--- config.mk ---
export PLATFORM = sky130hd
export DESIGN_NAME = l0_feeder
export DESIGN_NICKNAME = d
export VERILOG_FILES = /design/src/rtl/l0_feeder.sv
export SDC_FILE = /design/constraint.sdc
export NUM_CORES = 1
export LEC_CHECK = 0
export BUFFER_PORTS_ARGS = -buffer_cell sky130_fd_sc_hd__buf_2
export CAP_MARGIN = 0
export CELL_PAD_IN_SITES_DETAIL_PLACEMENT = 1
export CELL_PAD_IN_SITES_GLOBAL_PLACEMENT = 2
export CORE_MARGIN = 2
export CORE_UTILIZATION = 35
export CTS_CLUSTER_DIAMETER = 30
export DETAILED_ROUTE_END_ITERATION = 8
export GPL_ROUTABILITY_DRIVEN = 0
export GPL_TIMING_DRIVEN = 0
export HOLD_SLACK_MARGIN = 0.12
export PLACE_DENSITY_LB_ADDON = 0.15
export SETUP_SLACK_MARGIN = 0.1
export SLEW_MARGIN = 20
export SYNTH_ARGS = -nofsm -noshare
export SYNTH_HDL_FRONTEND = slang
export SYNTH_SLANG_ARGS = --single-unit
--- constraint.sdc ---
create_clock -name clk -period 8.7 [get_ports clk]
set_input_delay 1.305 -clock clk [delete_from_list [all_inputs] [get_ports clk]]
set_output_delay 1.305 -clock clk [all_outputs]
set_load 0.01 [all_outputs]
--- src/rtl/l0_feeder.sv ---
// Streams activation vectors from SRAM into the L0 buffer through a 2-entry skid,
// then issues the L0 drain burst and reports completion once L0 is empty.
module l0_feeder #(
  parameter int row    = 8,
  parameter int bw     = 4,
  parameter int addr_w = 11
) (
  input  logic                  clk,
  input  logic                  reset,
  input  logic                  start,
  input  logic [addr_w-1:0]     base_addr,
  input  logic [6:0]            num_vec,
  input  logic                  mode,
  output logic                  sram_cen,
  output logic                  sram_wen,
  output logic [addr_w-1:0]     sram_addr,
  input  logic [row*bw-1:0]     sram_dout,
  output logic [row*bw-1:0]     l0_in,
  output logic                  l0_wr,
  input  logic                  l0_full,
  input  logic                  l0_ready,
  output logic                  l0_rd,
  output logic                  l0_rd_version,
  output logic                  busy,
  output logic                  done
);

  localparam int dw = row * bw;
  localparam logic [6:0] max_vec = 7'd64;

  typedef enum logic [2:0] {IDLE, LOAD, DRAIN, WAIT_EMPTY, DONE} state_t;

  state_t            state_reg, state_next;
  logic [addr_w-1:0] base_reg;
  logic [6:0]        n_reg;
  logic [6:0]        iss_reg;
  logic [6:0]        wcnt_reg;
  logic [6:0]        rcnt_reg;
  logic              mode_reg;
  logic              inflight_reg;
  logic [1:0]        skid_cnt_reg;
  logic [dw-1:0]     skid_q [2];

  logic              in_load;
  logic              skid_empty;
  logic              arrive;
  logic              issue;
  logic              pop;
  logic              push;
  logic [1:0]        push_idx;
  logic [2:0]        occ;
  logic [6:0]        wcnt_next;
  logic [6:0]        n_sat;

  assign in_load    = (state_reg == LOAD);
  assign skid_empty = (skid_cnt_reg == 2'd0);
  assign arrive     = in_load && inflight_reg;
  assign n_sat      = (num_vec > max_vec) ? max_vec : num_vec;

  // The skid head always goes first so arriving data never overtakes held data.
  assign l0_wr = in_load && !l0_full && (!skid_empty || inflight_reg);
  assign l0_in = !in_load ? '0 : (skid_empty ? sram_dout : skid_q[0]);

  assign pop      = l0_wr && !skid_empty;
  assign push     = arrive && !(l0_wr && skid_empty);
  assign push_idx = skid_cnt_reg - {1'b0, pop};

  // Occupancy after this cycle's write; only issue while a slot is guaranteed.
  assign occ   = {1'b0, skid_cnt_reg} + {2'b0, inflight_reg} - {2'b0, l0_wr};
  assign issue = in_load && (iss_reg < n_reg) && (occ < 3'd2);

  assign sram_cen  = !issue;
  assign sram_wen  = 1'b1;
  assign sram_addr = issue ? (base_reg + addr_w'(iss_reg)) : '0;

  assign wcnt_next = wcnt_reg + {6'd0, l0_wr};

  assign l0_rd         = (state_reg == DRAIN);
  assign l0_rd_version = mode_reg;
  assign busy          = (state_reg != IDLE);
  assign done          = (state_reg == DONE);

  always_comb begin
    state_next = state_reg;
    case (state_reg)
      IDLE:       if (start) state_next = (n_sat == 7'd0) ? DONE : LOAD;
      LOAD:       if (wcnt_next == n_reg) state_next = DRAIN;
      DRAIN:      if (rcnt_reg == n_reg - 7'd1) state_next = WAIT_EMPTY;
      WAIT_EMPTY: if (l0_ready) state_next = DONE;
      DONE:       state_next = IDLE;
      default:    state_next = IDLE;
    endcase
  end

  always_ff @(posedge clk) begin
    if (reset) begin
      state_reg    <= IDLE;
      base_reg     <= '0;
      n_reg        <= '0;
      mode_reg     <= 1'b0;
      iss_reg      <= '0;
      wcnt_reg     <= '0;
      rcnt_reg     <= '0;
      inflight_reg <= 1'b0;
      skid_cnt_reg <= '0;
    end else begin
      state_reg <= state_next;
      if (state_reg == IDLE && start) begin
        base_reg     <= base_addr;
        n_reg        <= n_sat;
        mode_reg     <= mode;
        iss_reg      <= '0;
        wcnt_reg     <= '0;
        rcnt_reg     <= '0;
        inflight_reg <= 1'b0;
        skid_cnt_reg <= '0;
      end else begin
        if (issue) iss_reg <= iss_reg + 7'd1;
        inflight_reg <= issue;
        wcnt_reg     <= wcnt_next;
        skid_cnt_reg <= skid_cnt_reg + {1'b0, push} - {1'b0, pop};
        if (l0_rd) rcnt_reg <= rcnt_reg + 7'd1;
      end
    end
  end

  // Entry 0 is the head; a pop shifts entry 1 forward, a push lands behind the survivors.
  for (genvar gi = 0; gi < 2; gi++) begin : g_skid
    logic [dw-1:0] data_reg;
    always_ff @(posedge clk) begin
      if (reset) begin
        data_reg <= '0;
      end else if (push && push_idx == 2'(gi)) begin
        data_reg <= sram_dout;
      end else if (pop && gi == 0) begin
        data_reg <= skid_q[1];
      end
    end
    assign skid_q[gi] = data_reg;
  end

endmodule

Yosys cells after proc, flatten, opt, wreduce, memory -nomap -nowiden
Cells that the tools add are included.
- bits in registers: 110
- input bits: 56
- output and inout port bits: 50
- logic and storage cells: 71
- $add $sub $neg: 10
- magnitude comparators: 3
- eq/ne operators: 11
- mux-type cells: 12
- reductions and logical operators: 24
- operator list (kind ; count):
    $mux W32 ; 4
    $mux W3 ; 5
    $add A7 B1 Y7 const B ; 2
    $eq A7 B7 Y1 ; 2
    $pmux W3 S4 ; 1
    $add A11 B7 Y11 ; 1
    $logic_and A1 B1 Y1 ; 11
    $mux W11 ; 1
    $add A7 B1 Y7 ; 1
    $gt A7 B7 Y1 const B ; 1
    $logic_not A7 Y1 ; 1
    $lt A7 B7 Y1 ; 1
    $mux W7 ; 1
    $sub A7 B1 Y7 const B ; 1
    $eq A3 B2 Y1 const B ; 2
    $logic_not A1 Y1 ; 4
    $logic_not A2 Y1 ; 2
    $ne A2 B1 Y1 const B ; 2
    $ne A2 B2 Y1 const B ; 2
    $reduce_and A4 Y1 ; 1
    $sub A2 B1 Y2 ; 2
    $add A2 B1 Y3 ; 1
    $eq A3 B1 Y1 const B ; 1
    $eq A3 B3 Y1 const B ; 1
    9 further kinds ; 9

Longest topological paths before layout
Gate-level depths: netlist of run 1.
- depth in word-level cells: 9
- mapped depth: 14
- mapped depth without buffers: 13

Worst setup path after synthesis of run 1
OpenSTA, ideal clock, no wires.
- kind: input-to-output
- from: input l0_full
- to: output sram_addr[10]
- arrival time: 3779 ps
- data required time: 7395 ps
- setup slack: 3616 ps
- stages: 10
- buffers on the path: 1
- cell sequence: nor3_1 -> ha_1 -> nor2b_1 -> fa_1 -> a211oi_1 -> o2111ai_1 -> a21oi_2 -> inv_1 -> clkbuf_1 -> nor2_1
- longest elaborated chain between the ends: 7
- RTL lines (element ; RTL line ; RTL):
    start, declared ; 20 ; input logic l0_full,
    $logic_not A1 Y1 ; 61 ; assign l0_wr = in_load && !l0_full && (!skid_empty || inflight_reg);
    $logic_and A1 B1 Y1 (2 in series) ; 61 ;
    $sub A3 B1 Y3 ; 69 ; assign occ = {1'b0, skid_cnt_reg} + {2'b0, inflight_reg} - {2'b0, l0_wr};
    $lt A3 B2 Y1 ; 70 ; assign issue = in_load && (iss_reg < n_reg) && (occ < 3'd2);
    $logic_and A1 B1 Y1 ; 70 ;
    $mux W11 ; 74 ; assign sram_addr = issue ? (base_reg + addr_w'(iss_reg)) : '0;
    end, declared ; 16 ; output logic [addr_w-1:0] sram_addr,
Every way passes these cells.

Worst setup path in the final report of run 1
- from: register skid_cnt_reg[1]
- to: output sram_addr[7]
- longest elaborated chain between the ends: 8
- elaborated cells on any way between the ends: 9
- classes of those cells: add/sub: 2; order compare: 1; mux: 1; reduce/logical: 5
- RTL lines (element ; RTL line ; RTL):
    start, declared ; 41 ; logic [1:0] skid_cnt_reg;
    start signal, assigned ; 121 ; skid_cnt_reg <= skid_cnt_reg + {1'b0, push} - {1'b0, pop};
    $logic_not A2 Y1 ; 56 ; assign skid_empty = (skid_cnt_reg == 2'd0);
    $logic_not A1 Y1 ; 61 ;
    $logic_or A1 B1 Y1 ; 61 ;
    $logic_and A1 B1 Y1 ; 61 ;
    $sub A3 B1 Y3 * ; 69 ;
    $lt A3 B2 Y1 * ; 70 ;
    $logic_and A1 B1 Y1 * ; 70 ;
    $mux W11 * ; 74 ;
Every way passes the cells marked *; elsewhere a longest branch is shown, timed or not.

==> results.toml, run 1 <==
[logic_synthesis]
synth.cell_area_mm2 = 0.00578
synth_edf_count = 0
synthCells = 743
synth-seq-area-share_pct = 38.1
ys_ff_latch = 110
syn_area_per_cell_um2 = 7.78
synthTopCellsByArea = "dfxtp_1, nand2_1, nor2_1, mux2i_1, a21oi_1"
synth_top_cell_area_share_pct = 38.1
yosysMostFrequentCell = "nand2_1"
synth_top_flop_cell = "dfxtp_1"
async_flop_share_pct = 0
syn_nets = 823
ys_types = 47
ys_warn_count = 0
synthTopCellsByCount = "nand2_1, dfxtp_1, nor2_1"
yosys.area.top_type = "dfxtp_1"

[setup_path]
startpoint_type = "register"
path_class = "register to output port"
cp_max_fo = 10
worst_setup_path_end_kind = "output port"
cp_slowest_stage_delay_ps = 540
critPathArrivalTime_ps = 4700
required_ps = 7390
crit_slowest_cell = "nor3_1"
path_cells = "inv_1, nand2_1, clkbuf_1, nor2_1, nor3_1, ha_1, nor2b_1, fa_1, a211oi_1, o2111ai_1, a21oi_2, inv_1, clkbuf_1, nor2_1, buf_2"

[die]
die_h_um = 133
die-area_mm2 = 0.0176
initial_core_util_pct = 36.1
coreArea_mm2 = 0.0160
io_pins = 106
row_count = 46
die_w_um = 133

[timing]
max_freq_mhz = 167
rsz0062_at_grt = "false"
worst_pin_slew_ps = 685
hold_violations = 0
fin_crit_sh_pct = 69.0
period_minus_slack_ps = 6000
finalSetupViolations = 0
whs_ps = 466
fin_setup_tns_ps = 0
maxSlewHeadroom_pct = 54.0
worst_clock_skew_ps = 6.46
slew_viol_final = 0

[outcome]
status = "completed"

[cts]
cts-root-to-sink-buffers = 2
cts.sinks = 110
cts_root_buf = "clkbuf_16"
cts_tree = "done"
numCtsBuffers = 9
post_cts_buffers = 0
clk_pin_slew_ps = 80
clkLatencyLatePin_ps = 360
hold_buffers = 0
htreeDepth = 3
cts_resized = 0

[drt]
drtAntennaViolNets = 0
drtIter0Drc = 205
wl_mm = 18.3
vias = 5597
vias_per_cell = 5.19
drt-pass1-iter-count = 4
drc = 0
wl_per_cell_um = 17.0

[global_route]
grt_remaining_overflow = 0
grt_pass1_vias = 5797
track_usage_pct = 21.0
grt_max_degree = 18
antenna_found_initial = 0
grt_pass1_wl_mm = 29.6

[final_layout]
area_growth_pct = 19.4
finalNonFillerCells = 1078
final_nets = 937
drive_gt1_share_pct = 15.5
largest_reg_flops = 64
nFillCells = 2029
num_antenna_cells = 0
fin_area_mm2 = 0.00690

[placement]
placed_cells = 1062
hpwl_mm = 13.5
post_dp_cell_area_mm2 = 0.00657
io_buffers = 103

[power_and_ir_drop]
p_per_area_mw_per_mm2 = 195
p_leak_uw = 0.00278
ir_worst_vdd_uv = 109

[flow_run]
max-cap-violations = 0

[worst_hold_path]
hp-class = "register to register"
==> area by class of cell <==
cell class	instances	area, µm²	share of cell area [%]
multi-input cells	567	3310	48.0
inverters	18	67.6	0.979
well taps	216	270	3.91
clock buffers	10	229	3.32
plain buffers	48	199	2.88
repair buffers	103	515	7.47
clock inverters	6	109	1.58
flip-flops and latches	110	2200	31.9
==> routing by layer <==
metal	GRT usage, %	part of all wire, %	vias to the layer above
met5	0	0	-
met4	4.30	0.74	0
met3	3.79	3.3	11
met2	36.6	48	91
met1	27.2	48	2762
li1	-	-	2733
==> logic make-up after synthesis <==
family / synth area share [%]
AND/OR/NAND/NOR: 25.5
AO/OA/AOI/OAI: 13.2
flip-flops: 38.1
buffers and inverters: 4.61
XOR/XNOR: 7.29
multiplexers: 5.71
adder cells (fa/ha/maj): 5.45
other: 0.0649
==> stage by stage <==
stage               total power [µW]  worst slack (ps)  utilization (%)
floorplan                        750              3620                -
global placement                 865              2930             41.0
detailed placement               876              2840             41.0
CTS                             1360              2630             43.1
global route                    1420              2200             43.1
finish                          1350              2700             43.1
==> cells in the final DEF, fill, tap and decap left out, drive strengths merged, types with 6 or more instances in the layout <==
cell type and instances:
a21oi 65, a311oi 32, and3 10, buf 111, clkbuf 50, dfxtp 110
ha 22, inv 19, mux2i 33, nand2 176, nand3 9, nand3b 8
nor2 106, nor3 13, o21ai 6, xnor2 24, xor2 19
==> where the power goes <==
group | leakage (µW) | switching, µW | total, µW | internal [µW]
clock network | 0.000167 | 203 | 485 | 282
logic | 0.00172 | 201 | 315 | 113
registers | 0.000889 | 22.8 | 546 | 524
total | 0.00278 | 427 | 1350 | 919
==> worst paths after layout <==
path / startpoint / end / slack, ps / cells after the start
worst max-delay path: skid_cnt_reg[1] / sram_addr[7] / 2700 / 15
worst min-delay path: base_reg[0] / base_reg[0] / 470 / 2
worst max register to register: skid_cnt_reg[1] / iss_reg[6] / 4340 / 14
worst min register to register: base_reg[0] / base_reg[0] / 470 / 2
==> worst max-delay path, delay by kind of cell, from the launching register on <==
| family | cells | cell delay [ps] |
|---|---|---|
| AND/OR/NAND/NOR | 5 | 1160 |
| AO/OA/AOI/OAI | 3 | 780 |
| buffers and inverters | 5 | 1180 |
| adder cells (fa/ha/maj) | 2 | 790 |
| flip-flops | 1 | 420 |
(Power assumes the default switching activity.)
==> inputs of run 2 (changes only) <==
CORE_UTILIZATION = 29   (was 35)
clock period = 5.4 ns   (was 8.7 ns; I/O delays follow)
==> run 2 against run 1 <==
Net effect:
- sequential share of layout area decreased by 0.27 points
- clock power increased by 47%
- final cell count increased by 4.5%
- clock skew about the same
- cell area increased by 0.85%
- combinational power increased by 66%
- power increased by 57%
- sequential cell count unchanged
- critical path depth unchanged
- global-route usage decreased by 2.6 points
- critical endpoint is now sram_addr[8]
==> results.toml, run 2 (synthesis gave the netlist of run 1 again) <==
[cts]
cts_root_buf = "clkbuf_16"
post_cts_buffers = 0
cts-root-to-sink-buffers = 2
clkLatencyLatePin_ps = 360
numCtsBuffers = 9
htreeDepth = 3
cts_tree = "done"
cts.sinks = 110
clk_pin_slew_ps = 70
hold_buffers = 0

[timing]
hold_violations = 0
fin_setup_tns_ps = 0
worst_pin_slew_ps = 699
fin_crit_sh_pct = 90.9
period_minus_slack_ps = 4910
worst_clock_skew_ps = 6.22
max_freq_mhz = 204
slew_viol_final = 0
maxSlewHeadroom_pct = 53.1
rsz0062_at_grt = "false"
setup_slack_ps = 491
finalSetupViolations = 0

[outcome]
status = "completed"

[drt]
wl_per_cell_um = 16.9
drc = 0
drt-pass1-iter-count = 6
drtAntennaViolNets = 0
drtIter0Drc = 195
vias = 5530
vias_per_cell = 4.91
wl_mm = 19.0

[setup_path]
r2r.worst_path.cells = 14
required_ps = 4590
worst_setup_path_end_kind = "output port"
cp_max_fo = 10
timing.rr.end = "iss_reg[6]"
ff2ff_setup_slack_ps = 1570
critPathArrivalTime_ps = 4100
path_class = "register to output port"
startpoint_type = "register"
reg2reg_from = "skid_cnt_reg[1]"

[placement]
hpwl_mm = 14.0
dp_slack_ps = 217
io_buffers = 103
placed_cells = 1111

[final_layout]
final_cell_mix = "nand2_1, dfxtp_1, buf_2"
nFillCells = 2442
num_antenna_cells = 0
final_nets = 937
largest_reg_flops = 64
final_common_cell = "nand2_1"
drive_gt1_share_pct = 15.8
finalNonFillerCells = 1127
area_growth_pct = 20.5

[die]
initial_core_util_pct = 29.6
die_h_um = 145
row_count = 51
coreArea_mm2 = 0.0195
die-area_mm2 = 0.0211
io_pins = 106
die_w_um = 145

[global_route]
grt_pass1_wl_mm = 31.1
grt_pass1_vias = 5949
grt_remaining_overflow = 0
grt_max_degree = 17
track_usage_pct = 18.4
antenna_found_initial = 1

[worst_hold_path]
hp-class = "register to register"
holdCritStartpoint = "base_reg[5]"
min_to = "base_reg[5]"
whs_path_depth = 2

[flow_run]
max-cap-violations = 0

[power_and_ir_drop]
p_leak_uw = 0.00277
ir_worst_vdd_uv = 141
p_per_area_mw_per_mm2 = 304
[run 2: cell types whose count changed in the layout (fill, tap and decap cells not counted)]
cell,before,now
a21oi_4,0,1
clkbuf_8,0,3
nand2_2,0,1
nor3_1,13,12
bufinv_16,3,1
clkinv_2,2,0
a21oi_2,1,0
clkinv_4,0,1
nand2_1,176,175
nor3_4,0,1
inv_6,1,0
clkbuf_2,0,1
[run 2: worst max path at each step]
stage	startpoint	to	slack, ps
4_1_cts	skid_cnt_reg[1]	sram_addr[8]	170
3_5_place_dp	skid_cnt_reg[1]	sram_addr[8]	220
3_3_place_gp	skid_cnt_reg[1]	sram_addr[4]	340
5_1_grt	skid_cnt_reg[1]	sram_addr[3]	120
2_1_floorplan	skid_cnt_reg[1]	sram_addr[10]	1190
6_report	skid_cnt_reg[1]	sram_addr[8]	490
[run 2: cell type report]
type | count | area (µm²) | area share, %
timing repair buffer | 103 | 515 | 7.40
clock buffer | 14 | 274 | 3.94
sequential | 110 | 2200 | 31.6
tap | 265 | 332 | 4.76
clock inverter | 2 | 38.8 | 0.557
multi-input combinational | 567 | 3330 | 47.9
buffer | 48 | 200 | 2.88
inverter | 18 | 67.6 | 0.970
[run 2: what timing repair did]
action / 4_1_cts / 5_1_grt
setup endpoints to repair: 10 / 10
resized for setup: 2 / 3
endpoints found under the hold margin: 0 / 0
[run 2: metal layers]
layer	wire length, µm	vias to the layer above	track usage, %
met1	9010	2698	23.7
met3	639	13	4.06
li1	-	2737	-
met5	11	-	0
met4	121	2	3.92
met2	9200	80	31.5
[run 2: where the power goes]
part / leakage [µW] / internal (µW) / switching, µW / total, µW
sequential: 0.000889 / 844 / 37.0 / 881
clock: 0.000153 / 400 / 311 / 711
combinational: 0.00173 / 184 / 338 / 522
[run 2: per-stage QoR]
step / area (µm²) / hold slack [ps] / power, µW / utilization [%]
2_1_floorplan: 5780 / 441 / 1210 / -
5_1_grt: 6960 / 502 / 2240 / 35.7
3_5_place_dp: 6630 / 457 / 1420 / 33.9
6_report: 6960 / 466 / 2110 / 35.7
3_3_place_gp: 6630 / 442 / 1400 / 33.9
4_1_cts: 6950 / 466 / 2140 / 35.6
[run 2: worst max-delay path: stages (launching register included)]
cell	delay (ps)
dfxtp_1	420
inv_1	140
nand2_2	190
clkbuf_2	300
nor2_1	110
nor3_4	230
ha_1	290
nor2b_1	170
fa_1	450
a211oi_1	240
o2111ai_1	210
a21oi_4	300
inv_1	160
clkbuf_1	250
nor2_1	150
buf_2	140
==> inputs of run 3 (changes only) <==
CORE_ASPECT_RATIO = 1.2   (was unset)
PLACE_DENSITY_LB_ADDON = 0.1   (was 0.15)
==> run 3 against run 2 <==
Net effect:
- cell area is 0.59% lower
- combinational power hardly changed
- setup slack better by 38 ps
- non-clock buffer count stayed put
- core utilization is 0.25 points lower
- global-route usage is 0.10 points higher
- register-to-register slack worse by 30 ps
- via count is 0.27% higher
- clock power is 5.5% lower
- final cell count is 0.35% lower
==> results.toml, run 3 (synthesis gave the netlist of run 1 again) <==
[global_route]
antenna_found_initial = 1
grt_pass1_vias = 5885
grt_remaining_overflow = 0
grt_max_degree = 20
track_usage_pct = 18.5
grt_pass1_wl_mm = 30.6

[worst_hold_path]
min_to = "base_reg[6]"
whs_path_depth = 2
hp-class = "register to register"
holdCritStartpoint = "base_reg[6]"

[setup_path]
startpoint_type = "register"
cp_max_fo = 10
reg2reg_from = "state_reg[2]"
worst_setup_path_end_kind = "output port"
required_ps = 4590
r2r.worst_path.cells = 14
ff2ff_setup_slack_ps = 1540
timing.rr.end = "g_skid[1].data_reg[2]"
critPathArrivalTime_ps = 4060
path_class = "register to output port"

[timing]
max_freq_mhz = 205
setup_slack_ps = 529
whs_ps = 461
slew_viol_final = 0
rsz0062_at_grt = "false"
fin_setup_tns_ps = 0
finalSetupViolations = 0
hold_violations = 0
maxSlewHeadroom_pct = 48.9
worst_pin_slew_ps = 760
worst_clock_skew_ps = 7.93
fin_crit_sh_pct = 90.2
period_minus_slack_ps = 4870

[final_layout]
final_nets = 937
fin_area_mm2 = 0.00692
nFillCells = 2407
area_growth_pct = 19.7
final_common_cell = "nand2_1"
regArea_mm2 = 0.00220
multi_input_area_mm2 = 0.00333
num_antenna_cells = 0
largest_reg_flops = 64
drive_gt1_share_pct = 16.0
final_cell_mix = "nand2_1, buf_2, dfxtp_1"

[cts]
cts.sinks = 110
clkLatencyLatePin_ps = 360
numCtsBuffers = 9
cts-root-to-sink-buffers = 2
cts_root_buf = "clkbuf_16"
clk_pin_slew_ps = 80
post_cts_buffers = 0
htreeDepth = 3
cts_resized = 2
hold_buffers = 0
cts_tree = "done"

[die]
row_count = 56
die_w_um = 133
initial_core_util_pct = 29.6
coreArea_mm2 = 0.0195
io_pins = 106
die_h_um = 159
die-area_mm2 = 0.0211

[power_and_ir_drop]
p_leak_uw = 0.00275
ir_worst_vdd_uv = 217
p_per_area_mw_per_mm2 = 300

[placement]
post_dp_cell_area_mm2 = 0.00662
hpwl_mm = 14.0
io_buffers = 103
dp_slack_ps = 297

[flow_run]
max-cap-violations = 0

[drt]
wl_per_cell_um = 16.9
drtAntennaViolNets = 0
drtIter0Drc = 156
vias = 5545
vias_per_cell = 4.94
drc = 0
drt-pass1-iter-count = 4
wl_mm = 19.0

[outcome]
status = "completed"
[run 3: worst max-delay path by stage]
stage | from | end | cells past startpoint
after floorplan | skid_cnt_reg[1] | sram_addr[10] | 14
after global placement | skid_cnt_reg[1] | sram_addr[3] | 15
after detailed placement | skid_cnt_reg[1] | sram_addr[7] | 15
after CTS | skid_cnt_reg[1] | sram_addr[7] | 15
after global routing | skid_cnt_reg[1] | sram_addr[10] | 15
final | skid_cnt_reg[1] | sram_addr[7] | 15
[run 3: cell type report]
class                           count  share of cell area (%)
Buffer                             48                    2.89
Clock buffer                        9                    3.25
Clock inverter                      7                   0.832
Inverter                           18                   0.976
Multi-Input combinational cell    567                    48.1
Sequential cell                   110                    31.8
Tap cell                          261                    4.72
Timing Repair Buffer              103                    7.45
[run 3: layer usage]
layer | global-route usage [%] | wire length [µm] | up-vias
met3 | 2.77 | 481 | 18
met1 | 21.7 | 8350 | 2703
li1 | - | - | 2737
met4 | 5.73 | 286 | 0
met5 | 0 | 0 | -
met2 | 34.6 | 9870 | 87
[run 3: power breakdown]
| group | total (µW) | internal [µW] | switching, µW |
|---|---|---|---|
| Sequential | 881 | 844 | 37.8 |
| Combinational | 521 | 184 | 338 |
| Clock | 672 | 321 | 351 |
| Total | 2070 | 1350 | 726 |
[run 3: per-stage QoR]
stage / util, % / std cells / total power (µW)
after floorplan: - / 743 / 1210
after global placement: 33.9 / 1107 / 1410
after detailed placement: 33.9 / 1107 / 1430
after CTS: 35.4 / 1123 / 2110
after global routing: 35.4 / 1123 / 2190
final: 35.4 / 1123 / 2070
[run 3: worst max-delay path: stages, from the launching register on]
cell and delay [ps]:
dfxtp_1 420, inv_1 150, nand2_2 180, buf_2 280
nor2_1 80, nor3_2 260, ha_1 300, nor2b_1 150
fa_1 430, a211oi_1 230, o2111ai_1 200, a21oi_4 300
inv_1 140, clkbuf_1 270, nor2_1 170, buf_2 140
